`src/rtl/uart_receiver.sv`:
```
// UART receive path: 2-flop synchronized rx, mid-bit sampling driven by a divisor counter,
// and a single valid/ack holding register carrying data plus parity/frame/overrun flags.
module uart_receiver #(
   parameter int CLOCK_DIVISOR_WIDTH = 24
) (
   input  logic                           clk,
   input  logic                           rst,
   input  logic                           rx,
   input  logic [1:0]                     dataBits,
   input  logic                           hasParity,
   input  logic [1:0]                     parityMode,
   input  logic                           extraStopBit,
   input  logic [CLOCK_DIVISOR_WIDTH-1:0] clockDivisor,
   output logic [7:0]                     data,
   output logic                           valid,
   input  logic                           ack,
   output logic                           parityError,
   output logic                           frameError,
   output logic                           overrun
);

   typedef enum logic [2:0] {
      S_IDLE,
      S_START,
      S_DATA,
      S_PARITY,
      S_STOP1,
      S_STOP2,
      S_DELIVER
   } state_t;

   state_t                         r_state;
   logic                           r_rx_meta;
   logic                           r_rx_sync;
   logic                           r_rx_prev;
   logic [CLOCK_DIVISOR_WIDTH:0]   r_cnt;
   logic [CLOCK_DIVISOR_WIDTH-1:0] r_div;
   logic [1:0]                     r_db;
   logic                           r_has_par;
   logic [1:0]                     r_par_mode;
   logic                           r_two_stop;
   logic [7:0]                     r_shift;
   logic [2:0]                     r_idx;
   logic                           r_par_acc;
   logic                           r_pe;
   logic                           r_fe;

   logic                           w_fall;
   logic                           w_tick;
   logic                           w_start;
   logic                           w_exp_par;
   logic [2:0]                     w_last_idx;

   assign w_fall     = r_rx_prev & ~r_rx_sync;
   assign w_tick     = (r_cnt == '0);
   // DELIVER also watches for a start edge so a frame following at the shortest legal spacing is not missed
   assign w_start    = w_fall && ((r_state == S_IDLE) || (r_state == S_DELIVER));
   assign w_last_idx = {1'b0, r_db} + 3'd4;

   always_comb begin
      w_exp_par = 1'b0;
      case (r_par_mode)
         2'b00:   w_exp_par = 1'b0;
         2'b11:   w_exp_par = 1'b1;
         2'b10:   w_exp_par = r_par_acc;
         default: w_exp_par = ~r_par_acc;
      endcase
   end

   always_ff @(posedge clk) begin
      if (rst) begin
         r_state     <= S_IDLE;
         r_rx_meta   <= 1'b1;
         r_rx_sync   <= 1'b1;
         r_rx_prev   <= 1'b1;
         r_cnt       <= '0;
         r_div       <= '0;
         r_db        <= '0;
         r_has_par   <= 1'b0;
         r_par_mode  <= '0;
         r_two_stop  <= 1'b0;
         r_shift     <= '0;
         r_idx       <= '0;
         r_par_acc   <= 1'b0;
         r_pe        <= 1'b0;
         r_fe        <= 1'b0;
         data        <= '0;
         valid       <= 1'b0;
         parityError <= 1'b0;
         frameError  <= 1'b0;
         overrun     <= 1'b0;
      end else begin
         r_rx_meta <= rx;
         r_rx_sync <= r_rx_meta;
         r_rx_prev <= r_rx_sync;

         // Reload with 2D+1 so consecutive samples are exactly P = 2*(D+1) cycles apart
         if (w_tick) r_cnt <= {r_div, 1'b1};
         else        r_cnt <= r_cnt - 1'b1;

         if (valid && ack) begin
            valid   <= 1'b0;
            overrun <= 1'b0;
         end

         case (r_state)
            S_IDLE: ;
            S_START: if (w_tick) begin
               r_idx   <= '0;
               r_state <= r_rx_sync ? S_IDLE : S_DATA;
            end
            S_DATA: if (w_tick) begin
               r_shift[r_idx] <= r_rx_sync;
               r_par_acc      <= r_par_acc ^ r_rx_sync;
               if (r_idx == w_last_idx) r_state <= r_has_par ? S_PARITY : S_STOP1;
               else                     r_idx   <= r_idx + 3'd1;
            end
            S_PARITY: if (w_tick) begin
               r_pe    <= (r_rx_sync != w_exp_par);
               r_state <= S_STOP1;
            end
            S_STOP1: if (w_tick) begin
               if (!r_rx_sync) r_fe <= 1'b1;
               r_state <= r_two_stop ? S_STOP2 : S_DELIVER;
            end
            S_STOP2: if (w_tick) begin
               if (!r_rx_sync) r_fe <= 1'b1;
               r_state <= S_DELIVER;
            end
            S_DELIVER: begin
               data        <= r_shift;
               parityError <= r_pe;
               frameError  <= r_fe;
               valid       <= 1'b1;
               overrun     <= valid & ~ack;
               r_state     <= S_IDLE;
            end
            default: r_state <= S_IDLE;
         endcase

         if (w_start) begin
            r_state    <= S_START;
            r_cnt      <= {1'b0, clockDivisor};
            r_div      <= clockDivisor;
            r_db       <= dataBits;
            r_has_par  <= hasParity;
            r_par_mode <= parityMode;
            r_two_stop <= extraStopBit;
            r_shift    <= '0;
            r_par_acc  <= 1'b0;
            r_pe       <= 1'b0;
            r_fe       <= 1'b0;
         end
      end
   end

endmodule

```
`config.mk`:
```
export PLATFORM = sky130hd
export DESIGN_NAME = uart_receiver
export DESIGN_NICKNAME = d
export VERILOG_FILES = /design/src/rtl/uart_receiver.sv
export SDC_FILE = /design/constraint.sdc
export NUM_CORES = 1
export LEC_CHECK = 0
export BUFFER_PORTS_ARGS = -buffer_cell sky130_fd_sc_hd__buf_2
export CAP_MARGIN = 20
export CORE_UTILIZATION = 45
export DETAILED_ROUTE_END_ITERATION = 8
export PLACE_DENSITY = 0.76
export SLEW_MARGIN = 20
export SYNTH_ARGS = -nofsm -noshare
export SYNTH_HDL_FRONTEND = slang
export SYNTH_SLANG_ARGS = --single-unit
```
`constraint.sdc`:
```
create_clock -name clk -period 2.4 [get_ports clk]
set_input_delay 0.24 -clock clk [delete_from_list [all_inputs] [get_ports clk]]
set_output_delay 0.24 -clock clk [all_outputs]
set_load 0.02 [all_outputs]
```
==> results of run 1 <==
-- repair_timing --
item,CTS,global route
pin swaps,0,3
hold buffers,0,0
resized for setup,3,7
setup buffers,0,1
setup endpoints to repair,1,9
-- synth_stat cells, drive strengths merged (2+ instances only) --
cell type  number  area (sq um)
clkbuf         26         97.59
or3             7         43.79
nand2         103         386.6
o211ai          8         60.06
a21oi          54         270.3
buf             3         21.27
xor2            6         52.55
inv             7         26.28
o32ai           4         35.03
ha              2         25.02
and4            2         17.52
a211oi          3         22.52
nand4           7         43.79
or2             8         52.55
o22ai           3         18.77
nor2           29         108.9
or4             4         30.03
nand3           6         30.03
o21ai          16         80.08
nor3           16         80.08
dfxtp          87          1742
nor4           11         102.6
o2bb2ai         4         35.03
nor4b           2         17.52
mux2i          10         100.1
a311oi          2         17.52
nand2b          6         37.54
a32oi           3         26.28
nor2b           2         12.51
xnor2          13         113.9
o41ai           2         17.52
o31a            2         17.52
-- metal layers --
layer / up-vias / share of wire (%) / track usage [%]
li1: 1770 / - / -
met1: 1659 / 46 / 30.39
met2: 116 / 46 / 34.60
met3: 18 / 5.7 / 3.382
met4: 0 / 2.2 / 10.61
met5: - / 0 / 0
-- logic make-up (layout without fill, tap and decap cells) --
kind of cell	Yosys count	count (layout)	share of synthesized area (%)
muxes	10	10	2.598
AOI/OAI and AO/OA	110	110	17.60
xor gates and xnor gates	19	19	4.318
buffers and inverters	37	90	3.864
adders and majority gates	2	2	0.6492
DFF	87	87	45.19
and+or+nand+nor	207	207	25.78
-- final timing paths --
kind	endpoint	slack, ps	cells after the start
setup / recovery	r_shift[6]$_SDFFE_PP0P_	80	8
hold / removal	overrun$_SDFFE_PP0P_	60	2
setup reg to reg	r_shift[6]$_SDFFE_PP0P_	80	8
hold reg to reg	r_rx_sync$_SDFF_PP1_	410	1
-- report_power, final --
part	total (mW)	switching, mW	internal, mW	leakage [nW]
clock	0.866	0.509	0.357	0.0805
combinational	1.82	0.975	0.841	0.865
sequential	1.82	0.187	1.63	0.707
-- layout make-up --
cell class	instances	area share [%]
clock inverter	5	0.6140
tap	105	2.931
inverter	8	0.6698
multi-input combinational	348	44.93
sequential	87	38.85
timing repair buffer	68	9.238
clock buffer	9	2.763
-- state kept, by name, summed over array words and instances (netlist names), 2 cells and up --
signal and cells:
r_state 3, r_shift 8, r_cnt 25, data 8, r_db 2, r_par_mode 2, r_div 24, r_idx 3
-- through the flow --
| stage | power [mW] | area (sq um) |
|---|---|---|
| floorplan | 2.992 | 3854 |
| global placement | 3.491 | 4269 |
| detailed placement | 3.543 | 4269 |
| CTS | 4.410 | 4437 |
| global route | 4.750 | 4483 |
| finish | 4.502 | 4483 |
==> results.yml, run 1 <==
drt:
  wire_per_inst_um: 15.13
  route.detailed.drc: 0
  vias_per_cell: 5.656
  firstDrtPassIters: 5
  totalWireLength_um: 9532
  drt_iter0_markers: 323
  detail-route-antenna-nets: 0
  num_vias: 3563
synthesis:
  ys_ff_latch: 87
  synthFlopType: "dfxtp_1"
  synth_edf_count: 0
  synthesis.nets: 508
  seq_area_frac_synth_pct: 45.19
  netlist_instances: 472
  syn-cell-area_sq_um: 3854
  async_flop_share_pct: 0
  ys_warn_count: 0
  synth_cell_types: 50
  syn_avg_cell_area_sq_um: 8.165
worst_setup_path:
  crit_fanout: 5
  critPathMaxStageDelay_ps: 470
  critical_path_class: "flip-flop to flip-flop"
  cpLargestDelayFamily: "simple AND/OR/NAND/NOR gates"
  worstPathCellList: "inv_1 > ha_1 > or4b_4 > or2_4 > or3_4 > buf_6 > nor4_4 > mux2i_1"
  r2r-start: "r_cnt[0]$_SDFF_PP0_"
  cp-end-kind: "flip-flop"
  cpMaxStageDelayCell: "or4b_4"
  critPathArrivalTime_ps: 2600
  cp.required_ps: 2680
  crit_start: "r_cnt[0]$_SDFF_PP0_"
  cp-start-kind: "flip-flop"
  path_buf_inv: 2
global_route:
  grt_pass1_vias: 3222
  grt.total_usage_pct: 22.32
  antenna_found_initial: 0
  grt-ovfl-total: 0
  grt_pass1_wl_um: 15480
  grt_max_degree: 46
floorplan:
  initial_core_util_pct: 46.67
  io-pin-count: 46
  die_area_sq_um: 8938
  die_w_um: 94.54
  die_h_um: 94.54
  num_rows: 33
  core_area_sq_um: 8258
place:
  gp_congestion: 0.8809
  portBuffers: 45
  place_ws_ps: -9.338
  dpl.hpwl_um: 6623
  dp_cells: 615
timing:
  finClkSkew_ps: 11.27
  worst-slew-pin-transition_ps: 554.4
  setup_viol: 0
  fin_crit_ps: 2321
  setup_ws_ps: 79.44
  tns_ps: 0
  slew_headroom_pct: 62.99
  drv_slew: 0
  whs_ps: 64.93
  hold_viol_final: 0
  rsz0062_at_grt: "true"
  period_share_pct: 96.69
  fmax_mhz: 430.9
job:
  cap_violations: 0
hold_path:
  hp-class: "primary input to flip-flop"
  hold_start: "ack"
finish:
  final_util_pct: 54.29
  areaGrowthSynthToFinish_pct: 16.33
  layout.cells.non_filler: 630
  final_cell_mix: "nand2_1 (102), dfxtp_1 (87), a21oi_1 (54), buf_2 (45), nor2_1 (29)"
  drive_gt1_share_pct: 19.62
  seq_area_sq_um: 1742
  final_common_cell: "nand2_1"
  multi_input_comb_area_sq_um: 2014
  n_fill_cell: 801
  nNetsFinal: 558
  antenna_cells: 0
clock_network:
  clk_pin_slew_worst_paths_ps: 90
  cts_tree: "done"
  cts-root-buf: "clkbuf_8"
  clock_sinks: 87
  cts_buffer_depth: 2
  worstSkewPairLatency_ps: 350
  cts-buffers-inserted: 9
  htree_levels: 3
power_and_ir_drop:
  power_density_nw_per_um2: 1004
  p_leak_nw: 1.653
  ir_worst_vdd_v: 0.0005787
status:
  status: "completed"
No activity file was read; power rests on OpenSTA's default activity.
==> run 2, diff against run 1 <==
--- a/config.mk
+++ b/config.mk
@@ -9,8 +9,8 @@
 export CAP_MARGIN = 20
 export CORE_UTILIZATION = 45
 export DETAILED_ROUTE_END_ITERATION = 8
-export PLACE_DENSITY = 0.76
-export SLEW_MARGIN = 20
+export PLACE_DENSITY = 0.73
+export SLEW_MARGIN = 10
 export SYNTH_ARGS = -nofsm -noshare
 export SYNTH_HDL_FRONTEND = slang
 export SYNTH_SLANG_ARGS = --single-unit
==> constraint.sdc (replaced) <==
create_clock -name clk -period 2.55 [get_ports clk]
set_input_delay 0.255 -clock clk [delete_from_list [all_inputs] [get_ports clk]]
set_output_delay 0.255 -clock clk [all_outputs]
set_load 0.02 [all_outputs]
==> run 2 against run 1 <==
  * Worst setup slack improved by 14 ps
  * First-iteration DRC count fell by 9.3%
  * Largest cell class unchanged
  * Worst hold slack got worse by 0.78 ps
  * Power fell by 7.2%
  * Global-route usage rose by 0.47 points
==> results.yml, run 2 (synthesized netlist as in run 1, its figures left out) <==
finish:
  antenna_cells: 0
  areaGrowthSynthToFinish_pct: 15.55
  nNetsFinal: 552
  drive_gt1_share_pct: 18.04
  final_util_pct: 53.92
  final_common_cell: "nand2_1"
  layout.cells.non_filler: 626
  largest_reg_flops: 25
  multi_input_comb_area_sq_um: 2002
  n_fill_cell: 775
  final_cell_mix: "nand2_1 (103), dfxtp_1 (87), a21oi_1 (54), buf_2 (45), nor2_1 (29)"
  fin_area_sq_um: 4453
  seq_area_sq_um: 1742
  reg.largest.list: "r_cnt: 25 flops, r_div: 24 flops"
  top_register: "r_cnt"
place:
  dp_cells: 610
  portBuffers: 45
  dpl.hpwl_um: 6644
  gp_congestion: 0.9076
  placed_area_sq_um: 4232
global_route:
  grt_use_met2_pct: 35.99
  grt_util_met3_pct: 4.106
  grt.total_usage_pct: 22.79
  grt_busiest_layer: "met2"
  grt_pass1_wl_um: 15740
  grt_max_degree: 43
  use_met1_pct: 31.02
  grt-ovfl-total: 0
  antenna_found_initial: 0
  grt_pass1_vias: 3260
timing:
  fmax_mhz: 407.1
  fin_crit_ps: 2457
  worst-slew-pin-transition_ps: 732.6
  finClkSkew_ps: 15.82
  slew_headroom_pct: 50.98
  period_share_pct: 96.33
  tns_ps: 0
  hold_viol_final: 0
  rsz0062_at_grt: "false"
  drv_slew: 0
  setup_viol: 0
clock_network:
  worstSkewPairLatency_ps: 370
  ctsResizeCount: 0
  cts-root-buf: "clkbuf_8"
  cts_setup_buffers: 0
  postCtsHoldBufs: 0
  clock_sinks: 87
  cts-buffers-inserted: 9
  clk_pin_slew_worst_paths_ps: 100
  cts_buffer_depth: 2
  cts_tree: "done"
  htree_levels: 3
status:
  status: "completed"
worst_setup_path:
  worstPathCellList: "inv_1 > ha_4 > or4b_4 > or2_4 > or3_4 > buf_6 > nor4_4 > mux2i_1"
  cp.required_ps: 2830
  cpMaxStageDelayCell: "or4b_4"
  cp-start-kind: "flip-flop"
  critPathMaxStageDelay_ps: 470
  critPathArrivalTime_ps: 2740
  critical_path_class: "flip-flop to flip-flop"
  cp-end-kind: "flip-flop"
  crit_fanout: 11
floorplan:
  core_area_sq_um: 8258
  initial_core_util_pct: 46.67
  die_area_sq_um: 8938
  die_h_um: 94.54
  num_rows: 33
  die_w_um: 94.54
  io-pin-count: 46
job:
  cap_violations: 0
power_and_ir_drop:
  ir_worst_vdd_v: 0.0004856
  power_density_nw_per_um2: 937.7
  p_leak_nw: 1.627
  finalPower_mw: 4.176
drt:
  vias_per_cell: 5.609
  drt_iter0_markers: 293
  wire_per_inst_um: 15.10
  route.detailed.drc: 0
  detail-route-antenna-nets: 0
  firstDrtPassIters: 5
  totalWireLength_um: 9454
  num_vias: 3511
hold_path:
  hp-class: "primary input to flip-flop"
## run 2: cell types whose count changed in the layout (fill, tap and decap cells not counted), moves of 2 or more
cell	change
clkinv_2	-4
buf_4	-6
clkinv_4	+2
inv_6	+3
## run 2: path summary, 6_finish.rpt
check	endpoint	cells after the start	slack [ps]	start
worst max-delay path	r_shift[4]$_SDFFE_PP0P_	8	90	r_cnt[0]$_SDFF_PP0_
worst min-delay path	overrun$_SDFFE_PP0P_	2	60	ack
worst max register to register	r_shift[4]$_SDFFE_PP0P_	8	90	r_cnt[0]$_SDFF_PP0_
worst min register to register	r_rx_sync$_SDFF_PP1_	1	410	r_rx_meta$_SDFF_PP1_
## run 2: report_power, final
part	switching (mW)	internal [mW]	leakage, nW
Clock	0.530	0.368	0.0879
Sequential	0.172	1.54	0.707
Combinational	0.871	0.698	0.832
Total	1.57	2.60	1.63
## run 2: final cells by class
class | count | area share (%)
clock buffer | 10 | 2.866
clock inverter | 6 | 1.152
inverter | 8 | 0.6743
multi-input combinational | 348 | 44.96
sequential | 87 | 39.11
tap | 105 | 2.950
timing repair buffer | 62 | 8.289
## run 2: critical path: cells and delay by family, from the launching register on
family	cells	cell delay, ps
and+or+nand+nor	4	1380
DFF	1	330
adders and majority gates	1	170
buffers and inverters	2	280
muxes	1	220
## run 2: metal layers
layer  vias to the layer above  part of all wire (%)  wire length (um)
li1                       1738                     -                 -
met1                      1651                    46              4391
met2                       108                    46              4339
met3                        14                   5.9               558
met4                         0                   1.7               165
met5                         -                     0                 0
## run 2: stage by stage
| stage | hold WS [ps] | setup slack, ps |
|---|---|---|
| 5_1_grt | 59.64 | 12.57 |
| 6_report | 64.15 | 93.47 |
| 3_5_place_dp | 392.3 | 33.56 |
| 2_1_floorplan | 355.2 | 184.3 |
| 3_3_place_gp | 393.8 | 162.3 |
| 4_1_cts | 60.68 | 7.983 |
